**src/rtl/apb1_root_master.sv**
```systemverilog
// ----------------------------------------------------------------------------
// apb1_root_master
//
// APB4 initiator for the apb1 subsystem. It takes one request at a time from
// the bus-to-APB front end over a valid/ready channel, runs exactly one APB
// transfer on the root bus that feeds the apb1 leaf mux, and returns the
// result on a valid/ready response channel. Only one transfer is ever
// outstanding: a new request is accepted only after the previous response
// has been handshaken.
//
// Transfer sequence: IDLE -> SETUP -> ACCESS (stays while pready=0) -> RESP
// -> IDLE. All outputs are registered, so reset drives every output to 0.
// The minimum transfer time is 4 cycles.
//
// Optional feature (compile-time macro APB1_MASTER_TIMEOUT_EN):
//   When the macro is defined, an ACCESS phase that sees pready low for
//   TIMEOUT_CYCLES cycles is aborted. The response then reports err=1,
//   timeout=1 and rdata=0. If pready rises in the last allowed cycle, the
//   normal completion wins. When the macro is not defined, ACCESS waits for
//   pready indefinitely and o_rsp_timeout stays 0.
//
// Parameters:
//   TIMEOUT_CYCLES  ACCESS cycles with pready low before an abort (2..255).
//                   Only has an effect with APB1_MASTER_TIMEOUT_EN.
//   TO_CNT_W        Timeout counter width; 2**TO_CNT_W must exceed
//                   TIMEOUT_CYCLES.
//
// Ports:
//   i_pclk, i_prst        clock and synchronous active-high reset
//   i_req_*/o_req_ready   request channel (addr, write, wdata, wstrb, prot)
//   o_rsp_*/i_rsp_ready   response channel (rdata, err, timeout)
//   o_root_*              APB outputs (psel, paddr, penable, pwdata, pstrb,
//                         pwrite, pprot)
//   i_root_*              APB inputs (pready, pslverr, prdata)
// ----------------------------------------------------------------------------
module apb1_root_master #(
    parameter int unsigned TIMEOUT_CYCLES = 255,
    parameter int unsigned TO_CNT_W       = 8
) (
    input  logic        i_pclk,
    input  logic        i_prst,

    input  logic        i_req_valid,
    output logic        o_req_ready,
    input  logic [31:0] i_req_addr,
    input  logic        i_req_write,
    input  logic [31:0] i_req_wdata,
    input  logic [3:0]  i_req_wstrb,
    input  logic [2:0]  i_req_prot,

    output logic        o_rsp_valid,
    input  logic        i_rsp_ready,
    output logic [31:0] o_rsp_rdata,
    output logic        o_rsp_err,
    output logic        o_rsp_timeout,

    output logic        o_root_psel,
    output logic [31:0] o_root_paddr,
    output logic        o_root_penable,
    output logic [31:0] o_root_pwdata,
    output logic [3:0]  o_root_pstrb,
    output logic        o_root_pwrite,
    output logic [2:0]  o_root_pprot,
    input  logic        i_root_pready,
    input  logic        i_root_pslverr,
    input  logic [31:0] i_root_prdata
);

    // ------------------------------------------------------------------------
    // Elaboration-time check of the timeout configuration.
    // ------------------------------------------------------------------------
    if ((TIMEOUT_CYCLES < 2) || (TIMEOUT_CYCLES > 255) ||
        ((2 ** TO_CNT_W) <= TIMEOUT_CYCLES)) begin : g_bad_cfg
        $error("apb1_root_master: illegal TIMEOUT_CYCLES / TO_CNT_W");
    end

    typedef enum logic [1:0] {
        ST_IDLE   = 2'd0,
        ST_SETUP  = 2'd1,
        ST_ACCESS = 2'd2,
        ST_RESP   = 2'd3
    } state_t;

    state_t      state_q, state_d;

    logic        req_ready_q, req_ready_d;
    logic        psel_q, psel_d;
    logic        penable_q, penable_d;
    logic [31:0] addr_q, addr_d;
    logic        write_q, write_d;
    logic [31:0] wdata_q, wdata_d;
    logic [3:0]  strb_q, strb_d;
    logic [2:0]  prot_q, prot_d;

    logic        rsp_valid_q, rsp_valid_d;
    logic [31:0] rdata_q, rdata_d;
    logic        err_q, err_d;
    logic        timeout_q, timeout_d;

    // High in the ACCESS cycle that must abort if pready is still low.
    logic        to_expire;

`ifdef APB1_MASTER_TIMEOUT_EN
    localparam logic [TO_CNT_W-1:0] TO_LAST = TO_CNT_W'(TIMEOUT_CYCLES - 1);

    logic [TO_CNT_W-1:0] to_cnt_q, to_cnt_d;

    assign to_expire = (state_q == ST_ACCESS) && (to_cnt_q == TO_LAST);

    // Counts ACCESS cycles with pready low. It is cleared whenever a new
    // transfer enters SETUP, so it never needs to saturate: it can reach at
    // most TIMEOUT_CYCLES, which fits in TO_CNT_W bits.
    always_comb begin
        to_cnt_d = to_cnt_q;
        if (state_d == ST_SETUP) begin
            to_cnt_d = '0;
        end else if ((state_q == ST_ACCESS) && !i_root_pready) begin
            to_cnt_d = to_cnt_q + 1'b1;
        end
    end

    always_ff @(posedge i_pclk) begin
        if (i_prst) begin
            to_cnt_q <= '0;
        end else begin
            to_cnt_q <= to_cnt_d;
        end
    end
`else
    assign to_expire = 1'b0;
`endif

    // ------------------------------------------------------------------------
    // Next-state and next-output logic. Every output is a flop, so the
    // values computed here appear on the ports in the cycle after the edge
    // that loads them.
    // ------------------------------------------------------------------------
    always_comb begin
        state_d     = state_q;
        psel_d      = psel_q;
        penable_d   = penable_q;
        addr_d      = addr_q;
        write_d     = write_q;
        wdata_d     = wdata_q;
        strb_d      = strb_q;
        prot_d      = prot_q;
        rsp_valid_d = rsp_valid_q;
        rdata_d     = rdata_q;
        err_d       = err_q;
        timeout_d   = timeout_q;

        unique case (state_q)
            ST_IDLE: begin
                if (i_req_valid && req_ready_q) begin
                    state_d   = ST_SETUP;
                    psel_d    = 1'b1;
                    penable_d = 1'b0;
                    addr_d    = i_req_addr;
                    write_d   = i_req_write;
                    // Reads present zero write data and no byte strobes.
                    wdata_d   = i_req_write ? i_req_wdata : 32'h0;
                    strb_d    = i_req_write ? i_req_wstrb : 4'h0;
                    prot_d    = i_req_prot;
                end
            end

            ST_SETUP: begin
                state_d   = ST_ACCESS;
                penable_d = 1'b1;
            end

            ST_ACCESS: begin
                // A completing pready takes priority over the timeout.
                if (i_root_pready) begin
                    state_d     = ST_RESP;
                    psel_d      = 1'b0;
                    penable_d   = 1'b0;
                    rsp_valid_d = 1'b1;
                    err_d       = i_root_pslverr;
                    timeout_d   = 1'b0;
                    // Read data is only returned for error-free reads.
                    rdata_d     = (write_q || i_root_pslverr) ? 32'h0
                                                              : i_root_prdata;
                end else if (to_expire) begin
                    state_d     = ST_RESP;
                    psel_d      = 1'b0;
                    penable_d   = 1'b0;
                    rsp_valid_d = 1'b1;
                    err_d       = 1'b1;
                    timeout_d   = 1'b1;
                    rdata_d     = 32'h0;
                end
            end

            ST_RESP: begin
                if (i_rsp_ready) begin
                    state_d     = ST_IDLE;
                    rsp_valid_d = 1'b0;
                end
            end

            default: begin
                state_d     = ST_IDLE;
                psel_d      = 1'b0;
                penable_d   = 1'b0;
                rsp_valid_d = 1'b0;
            end
        endcase

        // Ready is registered from the next state so that it is low while
        // reset is asserted and rises the cycle after reset releases.
        req_ready_d = (state_d == ST_IDLE);
    end

    always_ff @(posedge i_pclk) begin
        if (i_prst) begin
            state_q     <= ST_IDLE;
            req_ready_q <= 1'b0;
            psel_q      <= 1'b0;
            penable_q   <= 1'b0;
            addr_q      <= 32'h0;
            write_q     <= 1'b0;
            wdata_q     <= 32'h0;
            strb_q      <= 4'h0;
            prot_q      <= 3'h0;
            rsp_valid_q <= 1'b0;
            rdata_q     <= 32'h0;
            err_q       <= 1'b0;
            timeout_q   <= 1'b0;
        end else begin
            state_q     <= state_d;
            req_ready_q <= req_ready_d;
            psel_q      <= psel_d;
            penable_q   <= penable_d;
            addr_q      <= addr_d;
            write_q     <= write_d;
            wdata_q     <= wdata_d;
            strb_q      <= strb_d;
            prot_q      <= prot_d;
            rsp_valid_q <= rsp_valid_d;
            rdata_q     <= rdata_d;
            err_q       <= err_d;
            timeout_q   <= timeout_d;
        end
    end

    // ------------------------------------------------------------------------
    // Outputs. Without the timeout feature timeout_q can never be set, so
    // o_rsp_timeout is constant 0.
    // ------------------------------------------------------------------------
    assign o_req_ready    = req_ready_q;
    assign o_rsp_valid    = rsp_valid_q;
    assign o_rsp_rdata    = rdata_q;
    assign o_rsp_err      = err_q;
    assign o_rsp_timeout  = timeout_q;

    assign o_root_psel    = psel_q;
    assign o_root_penable = penable_q;
    assign o_root_paddr   = addr_q;
    assign o_root_pwrite  = write_q;
    assign o_root_pwdata  = wdata_q;
    assign o_root_pstrb   = strb_q;
    assign o_root_pprot   = prot_q;

endmodule

```
**config.mk**
```make
export PLATFORM = sky130hd
export DESIGN_NAME = apb1_root_master
export DESIGN_NICKNAME = d
export VERILOG_FILES = /design/src/rtl/apb1_root_master.sv
export SDC_FILE = /design/constraint.sdc
export NUM_CORES = 1
export LEC_CHECK = 0
export CORE_ASPECT_RATIO = 1.2
export CORE_MARGIN = 3
export CORE_UTILIZATION = 42
export DETAILED_ROUTE_END_ITERATION = 7
export GPL_TIMING_DRIVEN = 0
export PLACE_DENSITY = 0.89
export RECOVER_POWER = 50
export SETUP_SLACK_MARGIN = 0.5
export SYNTH_ARGS = -nofsm -noshare
export SYNTH_HDL_FRONTEND = slang
export SYNTH_SLANG_ARGS = --single-unit
```
**constraint.sdc**
```tcl
create_clock -name i_pclk -period 2.4 [get_ports i_pclk]
set_input_delay 0.24 -clock i_pclk [delete_from_list [all_inputs] [get_ports i_pclk]]
set_output_delay 0.24 -clock i_pclk [all_outputs]
set_load 0.01 [all_outputs]
```
==> run_results.csv <==
group,metric,value,unit
status,status,"complete, no violations",
cts,cts_buffer_depth,2,
min_path,min_path_type,"input pin to flip-flop",
sta,tns,0,ps
sta,maxSlewViolCount,0,
global_routing,grt_max_degree,16,
power_and_ir_drop,p_sw_share,25.5,%
global_routing,grt_pass1_vias,4220,
critical_path,critPathCaptureType,"flip-flop",
cts,hold_buffers,0,
final_layout,layout_common_cells,"clkdlybuf4s50_1, dfxtp_1, nand2_1",
final_layout,finish.utilization,70.6,%
detailed_routing,routed_wl,13.1,mm
cts,clkSlewWorstSetupHoldPaths,90,ps
synth,yosys.area_share.adder,0,%
critical_path,worst_setup_path_start_kind,"flip-flop",
place,dpl.hpwl,10.4,mm
power_and_ir_drop,seqPwrFrac,54.8,%
detailed_routing,wl_per_cell,15.6,um
place,gp_congestion,0.789,
detailed_routing,first_iter_violations,164,
floorplan,initial_core_util,44.0,%
global_routing,gr-usage-all-layers,23.7,%
final_layout,final_layout_size_suffix_gt1_share,4.16,%
synth,synth-simple-area-share,25.7,%
power_and_ir_drop,comb_power_share,17.9,%
sta,hold_violations,0,
sta,period_share,77.3,%
critical_path,critPathKind,"flip-flop to flip-flop",
synth,syn_area,0.00406,mm2
cts,cts-root-buf,"clkbuf_8",
detailed_routing,drt-pass1-iter-count,5,
critical_path,cp.required,2690,ps
cts,cts_resized,0,
sta,setup_violations,0,
cts,clk_latency,360,ps
floorplan,die_x,95.7,um
cts,cts_tree,"yes",
synth,synth.avg_cell_area,8.28,um2
final_layout,layout_commonest_cell,"clkdlybuf4s50_1",
detailed_routing,antenna_left,0,
power_and_ir_drop,p_per_area,549,mW/mm2
synth,ys_ff_latch,111,
sta,holdWs,346,ps
power_and_ir_drop,power,3.57,mW
sta,max_slew_margin,61.7,%
final_layout,area_growth,60.6,%
detailed_routing,avgViaCountPerCell,5.07,
place,io_buffers,217,
synth,yosysUniqueCellTypes,23,
sta,finClkSkew,3.82,ps
cts,clock_sinks,111,
final_layout,nNetsFinal,828,
critical_path,crit_fanout,10,
synth,netlist_instances,490,
power_and_ir_drop,leakagePower,2.52,nW
detailed_routing,vias,4271,
sta,timing.fmax,539,MHz
power_and_ir_drop,switchingPower,0.911,mW
min_path,holdPathStages,3,
critical_path,worstPathArrival,2150,ps
cts,post-cts-setup-buffers,0,
cts,htreeDepth,3,
floorplan,core,0.00922,mm2
cts,cts_buffers,9,
global_routing,grt_remaining_overflow,0,
global_routing,antenna_found_initial,0,
synth,synth_nets,600,
synth,yosys-mux-area-fraction,0.247,%
power_and_ir_drop,irDropWorstVdd,443,uV
sta,worst-slew-pin-transition,575,ps
job,max_cap_violations,0,
sta,rsz0062_at_grt,"false",
floorplan,die_h,114,um
synth,yosysWarnings,0,
place,dp.cells,827,
critical_path,rr_worst_depth,5,
power_and_ir_drop,p_clk_share,27.4,%
floorplan,ioPinCount,220,
synth,synth-xor-area-share,0,%
synth,synth_top_family_by_area,"simple AND/OR/NAND/NOR gates",
detailed_routing,drc_errors,0,
sta,min_period,1860,ps
synth,synth_compound_area_share,13.8,%
final_layout,antenna-diode-count,0,
synth,ys_seq_area_share,54.8,%
global_routing,grt_pass1_wl,20.0,mm
floorplan,rows,38,
floorplan,dieArea,0.0109,mm2
power_and_ir_drop,internal-power,2.66,mW
final_layout,stdcell_count,842,
==> power groups by stage <==
stage,sequential [mW],clock (mW),combinational [mW]
after floorplan,2.03,0,0.227
after global placement,2.00,0,0.652
after detailed placement,2.00,0,0.666
after CTS,1.96,1.00,0.669
after global routing,1.97,1.07,0.690
final,1.96,0.978,0.638
==> metrics by stage <==
stage               setup WS, ps  cell area (um2)
floorplan                   1190             4060
global placement             310             6380
detailed placement           288             6380
CTS                          688             6540
global route                 358             6510
finish                       545             6510
==> final timing paths <==
path	startpoint	to	slack [ps]
setup / recovery	state_q[1]	o_rsp_rdata[28]	540
hold reg to reg	o_root_pwdata[18]	o_root_pwdata[18]	450
setup reg to reg	state_q[1]	o_rsp_rdata[28]	540
hold / removal	i_req_write	o_root_pstrb[2]	350
==> worst max-delay path, stage by stage (launching register included) <==
cell      delay [ps]
dfxtp_1          480
and3b_1          280
clkbuf_1         380
clkbuf_1         390
nand3_1          150
o21ai_0          100
==> cell type report <==
class                           instances  area (um2)
Fill cell                             713        2710
Sequential cell                       111        2220
Timing Repair Buffer                  217        2170
Multi-Input combinational cell        335        1610
Buffer                                 43         199
Clock buffer                           14         153
Tap cell                              120         150
Clock inverter                          1        5.00
Inverter                                1        3.75
==> metal layers <==
layer	wire length [um]	GRT usage [%]	vias to the layer above
li1	-	-	2086
met5	0	0	-
met3	1100	7.85	22
met1	4860	24.5	1989
met2	6830	42.6	174
met4	335	10.7	0
==> registers in the layout, indices dropped and copies added (netlist names) <==
name / count
o_rsp_rdata: 32
o_root_pprot: 3
o_root_penable: 1
o_root_paddr: 32
o_root_pstrb: 4
o_rsp_err: 1
o_root_pwrite: 1
o_root_pwdata: 32
state_q: 2
o_rsp_valid: 1
o_req_ready: 1
o_root_psel: 1
==> cells by family (layout without fill, tap and decap cells) <==
group / count (synthesis) / after routing
AND/OR/NAND/NOR: 222 / 222
flip-flops: 111 / 111
multiplexers: 1 / 1
other: 1 / 1
buffers and inverters: 44 / 276
AO/OA/AOI/OAI: 111 / 111
==> synth_stat cells (all sizes together) <==
master | count | area, um2
nand2b | 33 | 206
dfxtp | 111 | 2220
mux2i | 1 | 10.0
a2bb2oi | 1 | 8.76
nor4 | 1 | 12.5
and3b | 1 | 8.76
and4bb | 1 | 12.5
clkbuf | 18 | 67.6
nor3 | 1 | 5.00
conb | 1 | 3.75
nand3 | 69 | 345
nor2 | 3 | 11.3
inv | 1 | 3.75
nor3b | 1 | 7.51
nand2 | 109 | 409
buf | 25 | 146
o21ai | 34 | 170
nor2b | 2 | 12.5
a21oi | 76 | 380
nand4bb | 1 | 11.3
Power figures use the tool's default switching activity.
